## src/rtl/hazard_pkg.sv

```systemverilog
// hazard_pkg: shared types and constants for the hazard controller and its mult/div busy timer
package hazard_pkg;
  typedef enum logic [0:0] {MD_IDLE, MD_BUSY} md_state_t;
  localparam logic [4:0] REG_ZERO = 5'd0;
  localparam int DEF_MULT_CYCLES = 4;
  localparam int DEF_DIV_CYCLES = 32;
endpackage

```

## src/rtl/md_busy_timer.sv

```systemverilog
// md_busy_timer: mult/div busy FSM, busy for exactly N cycles after the issue cycle
module md_busy_timer
  import hazard_pkg::*;
#(
  parameter int MULT_CYCLES = DEF_MULT_CYCLES,
  parameter int DIV_CYCLES = DEF_DIV_CYCLES
) (
  input  logic clk,
  input  logic reset,
  input  logic start,
  input  logic div,
  output logic busy
);
  localparam int CW = $clog2(DIV_CYCLES + 1);
  localparam logic [CW-1:0] MULT_LOAD = CW'(MULT_CYCLES - 1);
  localparam logic [CW-1:0] DIV_LOAD = CW'(DIV_CYCLES - 1);
  md_state_t state;
  logic [CW-1:0] cnt;
  // load on issue from idle, count down while busy; a start while busy is ignored
  always_ff @(posedge clk) begin
    if (reset) begin
      state <= MD_IDLE;
      cnt <= '0;
    end else if (state == MD_IDLE) begin
      if (start) begin
        state <= MD_BUSY;
        cnt <= div ? DIV_LOAD : MULT_LOAD;
      end
    end else if (cnt != '0) begin
      cnt <= cnt - CW'(1);
    end else begin
      state <= MD_IDLE;
    end
  end
  assign busy = (state == MD_BUSY);
  a_no_start_while_busy: assert property (@(posedge clk) disable iff (reset) !(start && state == MD_BUSY));
endmodule

```

## src/rtl/hazard_control.sv

```systemverilog
// hazard_control: stall/flush generation for load-use, D-stage branch and mult/div hazards; HAZARD_STATS_EN adds stall/flush counters
module hazard_control
  import hazard_pkg::*;
#(
  parameter int MULT_CYCLES = DEF_MULT_CYCLES,
  parameter int DIV_CYCLES = DEF_DIV_CYCLES
) (
  input  logic        clk,
  input  logic        reset,
  input  logic [4:0]  rs_addrD,
  input  logic [4:0]  rt_addrD,
  input  logic        branchD,
  input  logic        branch_takenD,
  input  logic        hilo_readD,
  input  logic        md_opD,
  input  logic        reg_writeE,
  input  logic        mem_to_regE,
  input  logic [4:0]  write_reg_addrE,
  input  logic        md_startE,
  input  logic        md_divE,
  input  logic        mem_to_regM,
  input  logic [4:0]  write_reg_addrM,
  output logic        stallF,
  output logic        stallD,
  output logic        flushD,
  output logic        flushE,
`ifdef HAZARD_STATS_EN
  output logic [31:0] stall_cycles,
  output logic [31:0] flush_count,
`endif
  output logic        md_busy
);
  logic hit_e, hit_m, lw_stall, br_stall, md_stall, stall;
  md_busy_timer #(.MULT_CYCLES(MULT_CYCLES), .DIV_CYCLES(DIV_CYCLES)) u_timer (
    .clk(clk),
    .reset(reset),
    .start(md_startE),
    .div(md_divE),
    .busy(md_busy)
  );
  assign hit_e = write_reg_addrE != REG_ZERO && (write_reg_addrE == rs_addrD || write_reg_addrE == rt_addrD);
  assign hit_m = write_reg_addrM != REG_ZERO && (write_reg_addrM == rs_addrD || write_reg_addrM == rt_addrD);
  assign lw_stall = mem_to_regE && hit_e;
  assign br_stall = branchD && ((reg_writeE && hit_e) || (mem_to_regM && hit_m));
  assign md_stall = (hilo_readD || md_opD) && (md_busy || md_startE);
  assign stall = lw_stall || br_stall || md_stall;
  assign stallF = stall;
  assign stallD = stall;
  assign flushE = stall;
  assign flushD = branch_takenD && !stall;
`ifdef HAZARD_STATS_EN
  // count stalled cycles and IF/ID flushes, wrapping naturally
  always_ff @(posedge clk) begin
    if (reset) begin
      stall_cycles <= '0;
      flush_count <= '0;
    end else begin
      stall_cycles <= stall_cycles + 32'(stall);
      flush_count <= flush_count + 32'(flushD);
    end
  end
`endif
endmodule

```

## config.mk

```make
export PLATFORM = sky130hd
export DESIGN_NAME = hazard_control
export DESIGN_NICKNAME = d
export VERILOG_FILES = /design/src/rtl/hazard_pkg.sv /design/src/rtl/md_busy_timer.sv /design/src/rtl/hazard_control.sv
export SDC_FILE = /design/constraint.sdc
export NUM_CORES = 1
export LEC_CHECK = 0
export CORE_ASPECT_RATIO = 1.25
export CORE_MARGIN = 1.5
export CORE_UTILIZATION = 35
export CTS_CLUSTER_DIAMETER = 150
export DETAILED_ROUTE_END_ITERATION = 10
export PLACE_DENSITY = 0.73
export SLEW_MARGIN = 0
export SYNTH_ARGS = -nofsm -noshare
export SYNTH_HDL_FRONTEND = slang
export SYNTH_SLANG_ARGS = --single-unit
```

## constraint.sdc

```tcl
create_clock -name clk -period 3.1 [get_ports clk]
set_input_delay 0.62 -clock clk [delete_from_list [all_inputs] [get_ports clk]]
set_output_delay 0.62 -clock clk [all_outputs]
set_load 0.03 [all_outputs]
```

* Word-level counts from Yosys, hierarchy flattened
Cells that the tools add are included.
Storage, ports and cells: bits in registers 7, output and inout bits 5, logic and storage cells 36
Operators by class: equal/unequal tests 5, $add $sub $neg 1, reductions and logical operators 21, mux-type cells 7
Operators with widths (count):
- 5-bit == test | 4
- 6-bit 2-to-1 mux | 3
- 5-bit nonzero test | 2
- 1-bit logical AND | 8
- 1-bit logical OR | 7
- 6-bit nonzero test | 1
- 6-bit by 1-bit subtractor with 6-bit output, second input constant | 1
- 5-bit 2-to-1 mux | 1
- 1-bit 2-to-1 mux | 3
- 2-bit != test, second input constant | 1
- 2-bit AND reduction | 1
- 2-bit nonzero test | 1
- 1-bit zero test | 1

* Depth between registers and ports, before layout
Gate-level depths: netlist of run 1.
depth after elaboration 10, depth in mapped cells 7, depth with buffers taken out 7

* Modules after synthesis
A second synthesis of run 1 with hierarchy kept.
Unflattened totals: cells, all modules 84, area total of the unflattened synthesis 675.6 um2
By module, submodules not included:
- md_busy_timer | area each 379.1 um2, instances 1, cells an instance 42
- hazard_control | area each 296.5 um2, instances 1, cells an instance 42

* Least setup slack after synthesis of run 1
No wires, ideal clock.
kind input -> output, start in write_reg_addrM[1], end out stallD, required time 2.480 ns, cell stages on the path 4, arrival 1.826 ns, setup slack 0.654 ns, path buffers 1, cell sequence or4_1 o2111ai_1 nand2_1 buf_4
Between the ends: longest elaborated chain between the ends 8, elaborated cells on any way between the ends 10
Ends and longest elaborated chain:
- start: declaration | RTL line hazard_control.sv:22 | input logic [4:0] write_reg_addrM,
- 5-bit == test | RTL line hazard_control.sv:42 | assign hit_m = write_reg_addrM != REG_ZERO && (write_reg_addrM == rs_addrD || write_reg_addrM == rt_addrD);
- 1-bit logical OR | RTL line hazard_control.sv:42
- 1-bit logical AND (*) | RTL line hazard_control.sv:42
- 1-bit logical AND (*) | RTL line hazard_control.sv:44 | assign br_stall = branchD && ((reg_writeE && hit_e) || (mem_to_regM && hit_m));
- 1-bit logical OR (*) | RTL line hazard_control.sv:44
- 1-bit logical AND (*) | RTL line hazard_control.sv:44
- 1-bit logical OR (*) (2 in series) | RTL line hazard_control.sv:46 | assign stall = lw_stall || br_stall || md_stall;
- end: declaration | RTL line hazard_control.sv:24 | output logic stallD,
Mark *: on every way between the ends. The rest lies on a longest branch, timed or not.

* Final worst setup path of run 1
start in write_reg_addrM[3], end out stallD
The elaborated chain is that of the path after synthesis.

==> results by group, run 1 <==
Status
  • Run status: finished clean

Logic synthesis
  • Dominant cells by area after synthesis: xnor2_1 (27%), dfxtp_1 (21%), a21oi_1 (5.3%)
  • Largest family of logic cells by synthesized area: XOR/XNOR gates
  • Synth area leader: xnor2_1
  • Complex-gate fraction of the synthesized area: 0.2140
  • Post-synthesis mux area share: 0
  • Cell variety after synth: 30
  • Syn nets: between 100 and 150
  • Mapped Cells: just over 80
  • Synth warn: 0
  • Syn Std Cell Area: about 660 um2
  • Sequential share of the synthesized area: 0.2121
  • Synth Register Bits: 7
  • Adder-Cell Fraction of Synth Area: 0.01894
  • Simple logic cell fraction of the synthesized area: 0.2367
  • Yosys top cell area share: 0.2652
  • Synth Area in XOR/XNOR: 0.2784
  • Synth Area per Inst: about 8 um2

Drt
  • Final routed DRC violation total: 0
  • Vias: 742
  • Routed WL per cell: ~13 um
  • Vias per cell: approximately 5.2
  • Pre-Repair DR Iteration Count: 2
  • Routed WL: 1890 um
  • Iteration-0 DRC count of the detailed router: 7
  • Routed Antenna Nets: 0

Setup path
  • CP delay by family, top: buffers and inverters
  • CP Buf/Inv Count: 2
  • CP Class: in -> out
  • Worst path required time: between 2000 and 2500 ps
  • Worst path cell trace: clkdlybuf4s50_1, or4_1, o2111ai_1, nand2_1, dlygate4sd2_1
  • Worst R2R Path Depth: 7
  • Worst path max stage delay: around 500 ps
  • CP arrival: ~2300 ps
  • CP Launch Type: input port
  • Reg-to-reg critical path startpoint: u_timer.cnt[0]$_SDFFE_PP0P_
  • CP Depth: 5
  • Critical Path Sink Type: primary output
  • Worst Path Max Fanout: 3
  • Worst path slowest cell: or4_1
  • R2r endpoint: u_timer.cnt[5]$_SDFFE_PP0P_
  • Worst setup path end: stallD
  • Reg2reg setup slack: 1450 ps
  • Worst setup path start: write_reg_addrM[3]

Power and ir drop
  • Worst vdd ir: between 0.0002 and 0.0003 V
  • Sequential Power Share: 0.301
  • P_leak: approximately 0.42 nW
  • Sw Share: 0.3326
  • Pint: about 0.25 mW
  • Clock power frac: 0.212
  • Switch Pwr: between 0.1 and 0.15 mW
  • Pwr dens: ~350 mW/mm2
  • Comb power frac: 0.487

Floorplanning
  • Core area: between 0.0015 and 0.002 mm2
  • Die H: 51.58 um
  • Die Wd: roughly 42 um
  • Row Count: 17
  • Top-level port count: 36
  • DIE AREA: 0.002159 mm2
  • Initial core utilization: 0.3742

GRT
  • First-pass GRT wire length: approximately 3200 um
  • Vias in the first global route: between 800 and 900
  • Overflow after GRT: 0
  • GR Util All Layers: 0.1959
  • Largest net degree at the start of global routing: 9
  • Antenna violations before repair: 0

Layout
  • Layout filler cell count: around 180
  • Final std cell area, no fill: roughly 0.0011 mm2
  • Antenna Cells: 0
  • Layout area overhead: 64.20%
  • Util after Layout: 0.6145
  • Commonest non-fill, non-tap cell in the layout: clkdlybuf4s50_1
  • Layout cells sized above 1: 0.1290
  • Final nets: between 150 and 200
  • Commonest cells after routing, fill and taps aside: clkdlybuf4s50_1 (31), xnor2_1 (20), nand2_1 (8)

CTS
  • CTS tree: yes
  • Number of CTS-inserted buffers: 3
  • Clock tree buffer depth: 2
  • Clock transition at path regs: roughly 50 ps
  • Worst-Skew Late Latency: roughly 240 ps
  • H-tree depth: 1
  • TritonCTS Sinks: 7
  • Root Driver: clkbuf_4

Placement
  • PortBufs: 35
  • Post-DP HPWL: roughly 1600 um
  • GPL Wtd Cong: 0.7803
  • Cell Area, Placed: 0.001062 mm2

STA
  • Final setup viols: 0
  • Final slew viol count: 0
  • FMAX: 340.9 MHz
  • Measured slew at the worst slew-check pin: around 320 ps
  • Unrepaired setup endpoints after global routing: false
  • Fin Setup TNS: 0 ps
  • Final worst path period share: 0.9462
  • Endpoints failing hold: 0
  • Slew headroom: 0.7813
  • Worst Clk Skew: a little over 0.8 ps
  • Min cycle time layout: roughly 2900 ps

Worst hold path
  • Min-delay worst type: reg -> reg

Flow run
  • Max Cap Viol: 0
-- worst register-to-register path: stages (launching register included) --
cell and delay [ps]:
dfxtp_1 340, inv_1 70, ha_1 230, nand3b_2 170, o22ai_4 130, nor4_1 330
xor2_1 110, and2_1 160
-- final cells by class --
cell class	instances	area, um2	area share
flip-flops and latches	7	140.1	0.1292
repair buffers	41	389.1	0.3587
clock buffers	4	26.28	0.02422
well taps	19	23.77	0.02191
inverters	3	11.26	0.01038
multi-input cells	69	494.2	0.4556
-- state kept, by name, summed over array words and instances (netlist names) --
signal / count
u_timer.busy: 1
u_timer.cnt: 6
-- how the worst min path moves through the flow --
stage / startpoint / slack [ps] / cells past startpoint / endpoint
after floorplan: u_timer.cnt[1]$_SDFFE_PP0P_ / 460 / 2 / u_timer.cnt[1]$_SDFFE_PP0P_
after global placement: u_timer.cnt[1]$_SDFFE_PP0P_ / 480 / 2 / u_timer.cnt[1]$_SDFFE_PP0P_
after detailed placement: u_timer.cnt[1]$_SDFFE_PP0P_ / 490 / 2 / u_timer.cnt[1]$_SDFFE_PP0P_
after CTS: u_timer.cnt[4]$_SDFFE_PP0P_ / 510 / 2 / u_timer.cnt[4]$_SDFFE_PP0P_
after global routing: u_timer.cnt[1]$_SDFFE_PP0P_ / 530 / 2 / u_timer.cnt[1]$_SDFFE_PP0P_
final: u_timer.cnt[1]$_SDFFE_PP0P_ / 500 / 2 / u_timer.cnt[1]$_SDFFE_PP0P_
-- Yosys cell counts (all sizes together) --
library cell and n:
nand3b 1, a211oi 1, a21oi 7, and2 2
or3 3, nand2 8, nor4 1, nor2 5
buf 2, and3 1, o21ai 1, o211ai 1
a221oi 1, xnor2 20, o2111ai 1, o22ai 3
a21o 2, or4 1, ha 1, nor3b 1
o31ai 1, xor2 1, dfxtp 7, nand3 4
o22a 1, nor3 1, inv 3
-- timing repair --
| action | 4_1_cts | 5_1_grt |
|---|---|---|
| endpoints found under the setup margin | 3 | 0 |
| hold buffers | 0 | 0 |
| buffers inserted | 0 | 0 |
| resized for setup | 3 | 0 |
-- power by group through the flow --
stage	clock network (mW)	logic (mW)	registers, mW
finish	0.0797	0.183	0.113
global route	0.0927	0.201	0.115
CTS	0.0840	0.185	0.113
detailed placement	0	0.187	0.115
global placement	0	0.184	0.115
floorplan	0	0.106	0.115
-- metal layers --
metal / GRT usage / part of all wire / up-vias
li1: - / - / 373
met1: 0.1894 / 0.38 / 328
met2: 0.3698 / 0.50 / 35
met3: 0.03819 / 0.078 / 6
met4: 0.1344 / 0.040 / 0
met5: 0 / 0 / -
-- kinds of logic after synthesis --
group | after synthesis
AND/OR/NAND/NOR | 28
XOR/XNOR | 21
AO/OA/AOI/OAI | 19
flip-flops | 7
buffers and inverters | 5
adder cells (fa/ha/maj) | 1
-- stage by stage --
| step | cells | setup WS, ps | hold slack (ps) | total power [mW] |
|---|---|---|---|---|
| finish | 143 | 166.8 | 497.6 | 0.3764 |
| CTS | 143 | 145.3 | 506.8 | 0.3825 |
| detailed placement | 139 | -100.0 | 487.8 | 0.3021 |
| global placement | 139 | -70.52 | 482.2 | 0.2983 |
| floorplan | 81 | 653.6 | 457.7 | 0.2212 |
| global route | 143 | 31.33 | 532.7 | 0.4094 |
Power figures use the tool's default switching activity.
==> run 2: changes to the inputs <==
Settings changed: ABC_AREA set to 1, PLACE_DENSITY 0.73 to 0.69.
==> run 2 against run 1 <==
Final cell count up 49%. First-iteration DRC count rose to 3.7 times the previous value. Sequential cell count unchanged. Sequential power hardly changed. Combinational power rose by 4%. Synthesized cell count is 80% higher. Design area grew 9.6%. Die area rose by 19%. Critical path type unchanged. Critical endpoint is now stallF. Largest cell class unchanged.
==> results by group, run 2 <==
Logic synthesis
  • Syn Std Cell Area: 795.8 um2 (+20%)
  • Synth area leader: nand2_1
  • Number of flops mapped to enable cells by yosys: 0 (unchanged)
  • Syn nets: 178 (+58%)
  • Yosys top cell area share: 0.2358 (-0.02930)
  • Largest family of logic cells by synthesized area: simple AND/OR/NAND/NOR gates
  • Sequential share of the synthesized area: 0.1761 (-0.03602)
  • Complex-gate fraction of the synthesized area: 0.1132 (-0.1008)
  • Most used flip-flop cell after synthesis: dfxtp_1
  • Synth warn: 0 (unchanged)
  • Async S/R FF share, synth: 0 (unchanged)
  • Mapped Cells: 146 (+80%)
  • Synth Area per Inst: 5.450 um2 (-33%)
  • Top post-synthesis cells by count: nand2_1 (50), inv_1 (22), nor2_1 (16)
  • Post-synthesis mux area share: 0 (unchanged)
  • Synth Register Bits: 7 (unchanged)
  • Most frequent cell after synthesis: nand2_1
  • Simple logic cell fraction of the synthesized area: 0.4513 (+0.2145)
  • Synth Area in XOR/XNOR: 0.08805 (-0.1904)
  • Cell variety after synth: 25 (-17%)
  • Dominant cells by area after synthesis: nand2_1 (24%), dfxtp_1 (18%), inv_1 (10%)
  • Adder-Cell Fraction of Synth Area: 0.01572 (-0.003216)

STA
  • Endpoints failing hold: 0 (unchanged)
  • Final setup viols: 0 (unchanged)
  • Min cycle time layout: 2804 ps (-129.0 ps)
  • Slew headroom: 0.7843 (+0.002953)
  • Worst Clk Skew: 0.3412 ps (-0.4633 ps)
  • Unrepaired setup endpoints after global routing: false
  • Hold_ws: 483.4 ps (-14.27 ps)
  • Measured slew at the worst slew-check pin: 323.1 ps (-1.873 ps)
  • FMAX: 356.6 MHz (+4.6%)
  • Final worst path period share: 0.9046 (-0.04161)
  • Worst Slack Setup Final: 295.8 ps (+129.0 ps)
  • Final slew viol count: 0 (unchanged)

Setup path
  • CP arrival: 2180 ps (-130 ps)
  • Critical Path Sink Type: primary output
  • Worst path max stage delay: 530 ps (+30 ps)
  • Reg2reg setup slack: 1740 ps (+290 ps)
  • Worst path slowest cell: clkdlybuf4s50_1
  • Reg-to-reg critical path startpoint: u_timer.cnt[0]$_SDFFE_PP0P_
  • Worst path cell trace: clkdlybuf4s50_1, inv_1, nand2_1, nand2_1, nor2_1, nand3_1, nand2_1, nand2_1, nand3_1, dlygate4sd2_1
  • Worst path required time: 2480 ps (about the same)
  • Worst path most repeated cell: nand2_1
  • Worst setup path start: write_reg_addrM[2]
  • Worst R2R Path Depth: 10 (+3)
  • CP Class: in -> out
  • CP Launch Type: input port
  • Worst setup path end: stallF
  • Worst Path Max Fanout: 4 (+1)
  • R2r endpoint: u_timer.cnt[5]$_SDFFE_PP0P_

Power and ir drop
  • Worst vdd ir: 0.0001546 V (-46%)
  • Pwr dens: 329.1 mW/mm2 (-5.2%)
  • P_leak: 0.6324 nW (+51%)
  • Sw Share: 0.3804 (+0.04778)
  • Pint: 0.2424 mW (-3.5%)
  • Switch Pwr: 0.1488 mW (+19%)
  • Sequential Power Share: 0.298 (-0.003)
  • Comb power frac: 0.487 (about the same)
  • Clock power frac: 0.216 (+0.004)

Layout
  • Layout cells sized above 1: 0.09341 (-0.03563)
  • Layout area overhead: 49.37%
  • Final std cell area, no fill: 0.001189 mm2 (+9.6%)
  • Antenna Cells: 0 (unchanged)
  • Commonest cells after routing, fill and taps aside: nand2_1 (50), clkdlybuf4s50_1 (31), inv_1 (22)
  • Commonest non-fill, non-tap cell in the layout: nand2_1
  • Final nets: 215 (+37%)
  • Max reg flops: 6 (unchanged)
  • Largest Register: u_timer.cnt
  • Util after Layout: 0.5495 (-0.06501)
  • Layout filler cell count: 216 (+19%)

Placement
  • PortBufs: 35 (unchanged)
  • GPL Wtd Cong: 0.7774 (-0.37%)
  • Dpl ws: -7.818 ps (+92.20 ps)
  • Post-DP HPWL: 1779 um (+13%)
  • Cell Area, Placed: 0.001162 mm2 (+9.4%)

Floorplanning
  • DIE AREA: 0.002571 mm2 (+19%)
  • Top-level port count: 36 (unchanged)
  • Initial core utilization: 0.3678 (-0.006360)
  • Die Wd: 45.65 um (+9.1%)
  • Row Count: 19 (+2)
  • Core area: 0.002163 mm2 (+23%)
  • Die H: 56.31 um (+9.2%)

CTS
  • CTS Hold Bufs: 0 (unchanged)
  • Clock tree buffer depth: 2 (unchanged)
  • CTS tree: yes
  • Root Driver: clkbuf_4
  • Number of CTS-inserted buffers: 3 (unchanged)
  • Worst-Skew Late Latency: 250 ps (about the same)
  • Clock transition at path regs: 50 ps (about the same)
  • TritonCTS Sinks: 7 (unchanged)
  • H-tree depth: 1 (unchanged)

Flow run
  • Max Cap Viol: 0 (unchanged)

Drt
  • Pre-Repair DR Iteration Count: 4 (+2)
  • Iteration-0 DRC count of the detailed router: 26 (+19)
  • Routed Antenna Nets: 0 (unchanged)
  • Vias: 972 (+31%)
  • Routed WL: 1997 um (+5.7%)
  • Vias per cell: 4.563 (-12%)
  • Routed WL per cell: 9.376 um (-29%)
  • Final routed DRC violation total: 0 (unchanged)

GRT
  • First-pass GRT wire length: 3346 um (+3.2%)
  • Largest net degree at the start of global routing: 11 (+2)
  • Vias in the first global route: 953 (+18%)
  • GR Util All Layers: 0.1735 (-0.02242)
  • Overflow after GRT: 0 (unchanged)
  • Antenna violations before repair: 0 (unchanged)

Status
  • Run status: finished clean

Worst hold path
  • Min-delay worst type: reg -> reg
[run 2: cell types whose count changed after synthesis, moves of 2 or more]
cell | before | now
nand2_2 | 0 | 3
or3_1 | 2 | 0
inv_2 | 0 | 4
nand2_1 | 8 | 50
inv_1 | 3 | 22
xor2_1 | 1 | 4
nor2_1 | 5 | 16
nand3_1 | 4 | 8
xnor2_1 | 20 | 4
a21o_1 | 2 | 0
o21ai_1 | 0 | 5
[run 2: kinds of logic after synthesis]
kind of cell,after synthesis
adders and majority gates,1
buffers and inverters,30
xor gates and xnor gates,8
and+or+nand+nor,83
AOI/OAI and AO/OA,17
DFF,7
[run 2: per-stage QoR]
step	power (mW)	setup TNS [ps]	std cells
4_1_cts	0.3950	0	213
5_1_grt	0.4180	0	213
2_1_floorplan	0.2379	0	146
3_5_place_dp	0.3122	-11.98	209
3_3_place_gp	0.3075	0	209
6_report	0.3912	0	213
[run 2: critical path, delay by kind of cell]
family / cells / cell delay, ps
buf+inv: 3 / 1030
simple gates: 7 / 540
[run 2: per-layer routing]
| layer | track usage | vias up | part of all wire |
|---|---|---|---|
| met3 | 0.01286 | 5 | 0.032 |
| met1 | 0.1287 | 426 | 0.34 |
| li1 | - | 513 | - |
| met2 | 0.3742 | 28 | 0.61 |
| met4 | 0.08824 | 0 | 0.022 |
| met5 | 0 | - | 0 |
[run 2: worst min-delay path by stage]
stage / cells after the start / start / endpoint
floorplan: 2 / u_timer.cnt[0]$_SDFFE_PP0P_ / u_timer.cnt[0]$_SDFFE_PP0P_
global placement: 2 / u_timer.cnt[0]$_SDFFE_PP0P_ / u_timer.cnt[0]$_SDFFE_PP0P_
detailed placement: 2 / u_timer.cnt[0]$_SDFFE_PP0P_ / u_timer.cnt[0]$_SDFFE_PP0P_
CTS: 2 / u_timer.cnt[0]$_SDFFE_PP0P_ / u_timer.cnt[0]$_SDFFE_PP0P_
global route: 2 / u_timer.cnt[0]$_SDFFE_PP0P_ / u_timer.cnt[0]$_SDFFE_PP0P_
finish: 2 / u_timer.cnt[0]$_SDFFE_PP0P_ / u_timer.cnt[0]$_SDFFE_PP0P_
[run 2: final cells by class]
class	count	area (um2)	share of cell area
clock buffer	4	26.28	0.02211
multi-input combinational	109	531.8	0.4474
tap	31	38.79	0.03263
sequential	7	140.1	0.1179
inverter	27	103.9	0.08737
timing repair buffer	35	347.8	0.2926
[run 2: repair_timing]
| item | 4_1_cts | 5_1_grt |
|---|---|---|
| resized for setup | 2 | 1 |
| buffers inserted | 0 | 0 |
| cloned | 0 | 0 |
| endpoints found under the setup margin | 3 | 1 |
| pin swaps | 0 | 0 |
[run 2: power groups by stage]
| stage | Clock (mW) | Combinational (mW) | Sequential, mW |
|---|---|---|---|
| after floorplan | 0 | 0.122 | 0.116 |
| after global placement | 0 | 0.190 | 0.118 |
| after detailed placement | 0 | 0.194 | 0.118 |
| after CTS | 0.0865 | 0.192 | 0.116 |
| after global routing | 0.0898 | 0.211 | 0.117 |
| final | 0.0844 | 0.190 | 0.116 |
==> run 3: changes to the inputs <==
Settings changed: ABC_AREA 1 to not set, CORE_UTILIZATION 35 to 34, PLACE_DENSITY 0.69 to 0.74, SETUP_SLACK_MARGIN set to 0.2.
Clock period 3.1 ns to 2.37 ns, I/O delays scaled along.
==> run 3 against run 2 <==
Core utilization rose by 12 points. Die area fell by 14%. First-iteration DRC count fell by 69%. Wire length barely moved. Via count fell by 23%. Clock-buffer cell count did not move. Final cell count fell by 31%. Clock power rose by 22%. Sequential cell count did not move. Critical endpoint is now flushD. Largest cell class unchanged.
==> results by group, run 3 (same netlist as run 1, synthesis figures left out) <==
Floorplanning
  • Core area: 0.001787 mm2 (-17%)
  • Top-level port count: 36 (unchanged)
  • Initial core utilization: 0.3697 (+0.001905)
  • Die Wd: 42.43 um (-7.1%)
  • DIE AREA: 0.002218 mm2 (-14%)
  • Row Count: 17 (-2)
  • Die H: 52.29 um (-7.1%)

Placement
  • PortBufs: 35 (unchanged)
  • Dpl ws: -572.0 ps (-564.2 ps)
  • GPL Wtd Cong: 0.7518 (-3.3%)
  • Post-DP HPWL: 1597 um (-10%)

CTS
  • Number of CTS-inserted buffers: 3 (unchanged)
  • Clock transition at path regs: 50 ps (about the same)
  • Worst-Skew Late Latency: 240 ps (about the same)
  • TritonCTS Sinks: 7 (unchanged)
  • Clock tree buffer depth: 2 (unchanged)
  • CTS tree: yes
  • H-tree depth: 1 (unchanged)
  • Root Driver: clkbuf_4
  • Post-CTS setup buffers: 0 (unchanged)
  • CTS Hold Bufs: 0 (unchanged)

Setup path
  • Worst Path Max Fanout: 2 (-2)
  • Reg2reg setup slack: 760 ps (-980 ps)
  • Worst R2R Path Depth: 7 (-3)
  • CP Launch Type: input port
  • Worst path most repeated cell: a21oi_1
  • Reg-to-reg critical path startpoint: u_timer.cnt[0]$_SDFFE_PP0P_
  • CP delay by family, top: buffers and inverters
  • CP arrival: 1710 ps (-470 ps)
  • CP Buf/Inv Count: 2 (-1)
  • Worst path required time: 1900 ps (-580 ps)
  • Worst setup path end: flushD
  • Worst path max stage delay: 450 ps (-80 ps)
  • Critical Path Sink Type: primary output
  • CP Depth: 6 (-4)
  • R2r endpoint: u_timer.cnt[5]$_SDFFE_PP0P_
  • Worst setup path start: branchD
  • Worst path cell trace: clkdlybuf4s50_1, a21oi_1, a21oi_1, a21oi_2, and3_4, buf_6
  • CP Class: in -> out
  • Worst path slowest cell: clkdlybuf4s50_1

GRT
  • GR Util All Layers: 0.1859 (+0.01240)
  • Largest net degree at the start of global routing: 9 (-2)
  • Overflow after GRT: 0 (unchanged)
  • Antenna violations before repair: 0 (unchanged)
  • Vias in the first global route: 757 (-21%)
  • First-pass GRT wire length: 3167 um (-5.3%)

STA
  • Min cycle time layout: 2184 ps
  • Hold_ws: 506.5 ps (+23.17 ps)
  • Slew headroom: 0.7883 (+0.003966)
  • Unrepaired setup endpoints after global routing: true
  • FMAX: roughly 460 MHz
  • Worst Clk Skew: 3.105 ps (+2.764 ps)
  • Fin Setup TNS: 0 ps (unchanged)
  • Final setup viols: 0 (unchanged)
  • Final slew viol count: 0 (unchanged)
  • Endpoints failing hold: 0 (unchanged)
  • Final worst path period share: 0.9215
  • Worst Slack Setup Final: 186.0 ps (-109.8 ps)
  • Measured slew at the worst slew-check pin: 314.7 ps (-8.410 ps)

Layout
  • Commonest cells after routing, fill and taps aside: xnor2_1 (12), buf_4 (12), clkdlybuf4s50_1 (11)
  • Max reg flops: 6 (unchanged)
  • Layout area overhead: 82.01%
  • Layout cells sized above 1: 0.3622 (+0.2688)
  • Final nets: 160 (-26%)
  • Largest Register: u_timer.cnt
  • Layout filler cell count: 146 (-32%)
  • Util after Layout: 0.6730 (+0.1235)
  • Antenna Cells: 0 (unchanged)

Power and ir drop
  • P_leak: 0.5051 nW (-20%)
  • Clock power frac: 0.199 (-0.017)
  • Switch Pwr: 0.1782 mW (+20%)
  • Comb power frac: 0.515 (+0.028)
  • Pwr dens: 429.8 mW/mm2 (+31%)
  • Tot Pwr: 0.5168 mW (+32%)
  • Worst vdd ir: 0.0003991 V (+160%)
  • Pint: 0.3386 mW (+40%)
  • Sw Share: 0.3448 (-0.03554)
  • Sequential Power Share: 0.286 (-0.012)

Drt
  • Vias per cell: 5.144 (+13%)
  • Iteration-0 DRC count of the detailed router: 8 (-69%)
  • Routed WL per cell: 13.68 um (+46%)
  • Routed Antenna Nets: 0 (unchanged)
  • Vias: 751 (-23%)
  • Routed WL: 1998 um (about the same)
  • Pre-Repair DR Iteration Count: 4 (unchanged)
  • Final routed DRC violation total: 0 (unchanged)

Worst hold path
  • Min-delay worst type: reg -> reg

Status
  • Run status: finished clean

Flow run
  • Max Cap Viol: 0 (unchanged)
[run 3: through the flow]
step / cells / instance area, um2
2_1_floorplan: 81 / 660.6
3_3_place_gp: 142 / 1085
3_5_place_dp: 142 / 1085
4_1_cts: 146 / 1094
5_1_grt: 146 / 1202
6_report: 146 / 1202
[run 3: power by group through the flow]
stage	Clock [mW]	Combinational [mW]	Sequential, mW
2_1_floorplan	0	0.139	0.151
3_3_place_gp	0	0.243	0.150
3_5_place_dp	0	0.249	0.150
4_1_cts	0.108	0.240	0.147
5_1_grt	0.114	0.289	0.149
6_report	0.103	0.266	0.148
[run 3: area by class of cell]
cell class	instances	area, um2	area share
Clock buffer	4	26.28	0.02185
Inverter	3	11.26	0.009365
Multi-Input combinational cell	69	616.8	0.5130
Sequential cell	7	140.1	0.1165
Tap cell	19	23.77	0.01977
Timing Repair Buffer	44	384.1	0.3195
[run 3: how the worst min path moves through the flow]
stage / cells after the start / from / slack, ps / to
after CTS: 2 / u_timer.cnt[1]$_SDFFE_PP0P_ / 510 / u_timer.cnt[1]$_SDFFE_PP0P_
final: 2 / u_timer.cnt[4]$_SDFFE_PP0P_ / 510 / u_timer.cnt[4]$_SDFFE_PP0P_
after global routing: 2 / u_timer.cnt[4]$_SDFFE_PP0P_ / 540 / u_timer.cnt[4]$_SDFFE_PP0P_
after detailed placement: 2 / u_timer.cnt[4]$_SDFFE_PP0P_ / 510 / u_timer.cnt[4]$_SDFFE_PP0P_
after floorplan: 2 / u_timer.cnt[1]$_SDFFE_PP0P_ / 460 / u_timer.cnt[1]$_SDFFE_PP0P_
after global placement: 2 / u_timer.cnt[0]$_SDFFE_PP0P_ / 480 / u_timer.cnt[0]$_SDFFE_PP0P_
[run 3: repair_timing]
item                       in CTS  in global routing
resized for setup              54                 31
setup endpoints to repair       4                  4
pin swaps                      10                 16
[run 3: metal layers]
metal | track usage | vias up | wire [um]
li1 | - | 379 | -
met1 | 0.2037 | 339 | 748
met2 | 0.3513 | 33 | 1125
met3 | 0.03793 | 0 | 124
met4 | 0.06250 | 0 | 0
met5 | 0 | - | 0
[run 3: worst register-to-register path: cells and delay by family, from the launching register on]
| family | cells | cell delay [ps] |
|---|---|---|
| simple gates | 3 | 640 |
| flops | 1 | 330 |
| fa+ha+maj | 1 | 230 |
| compound gates | 1 | 130 |
| xor+xnor | 1 | 100 |
| buf+inv | 1 | 70 |
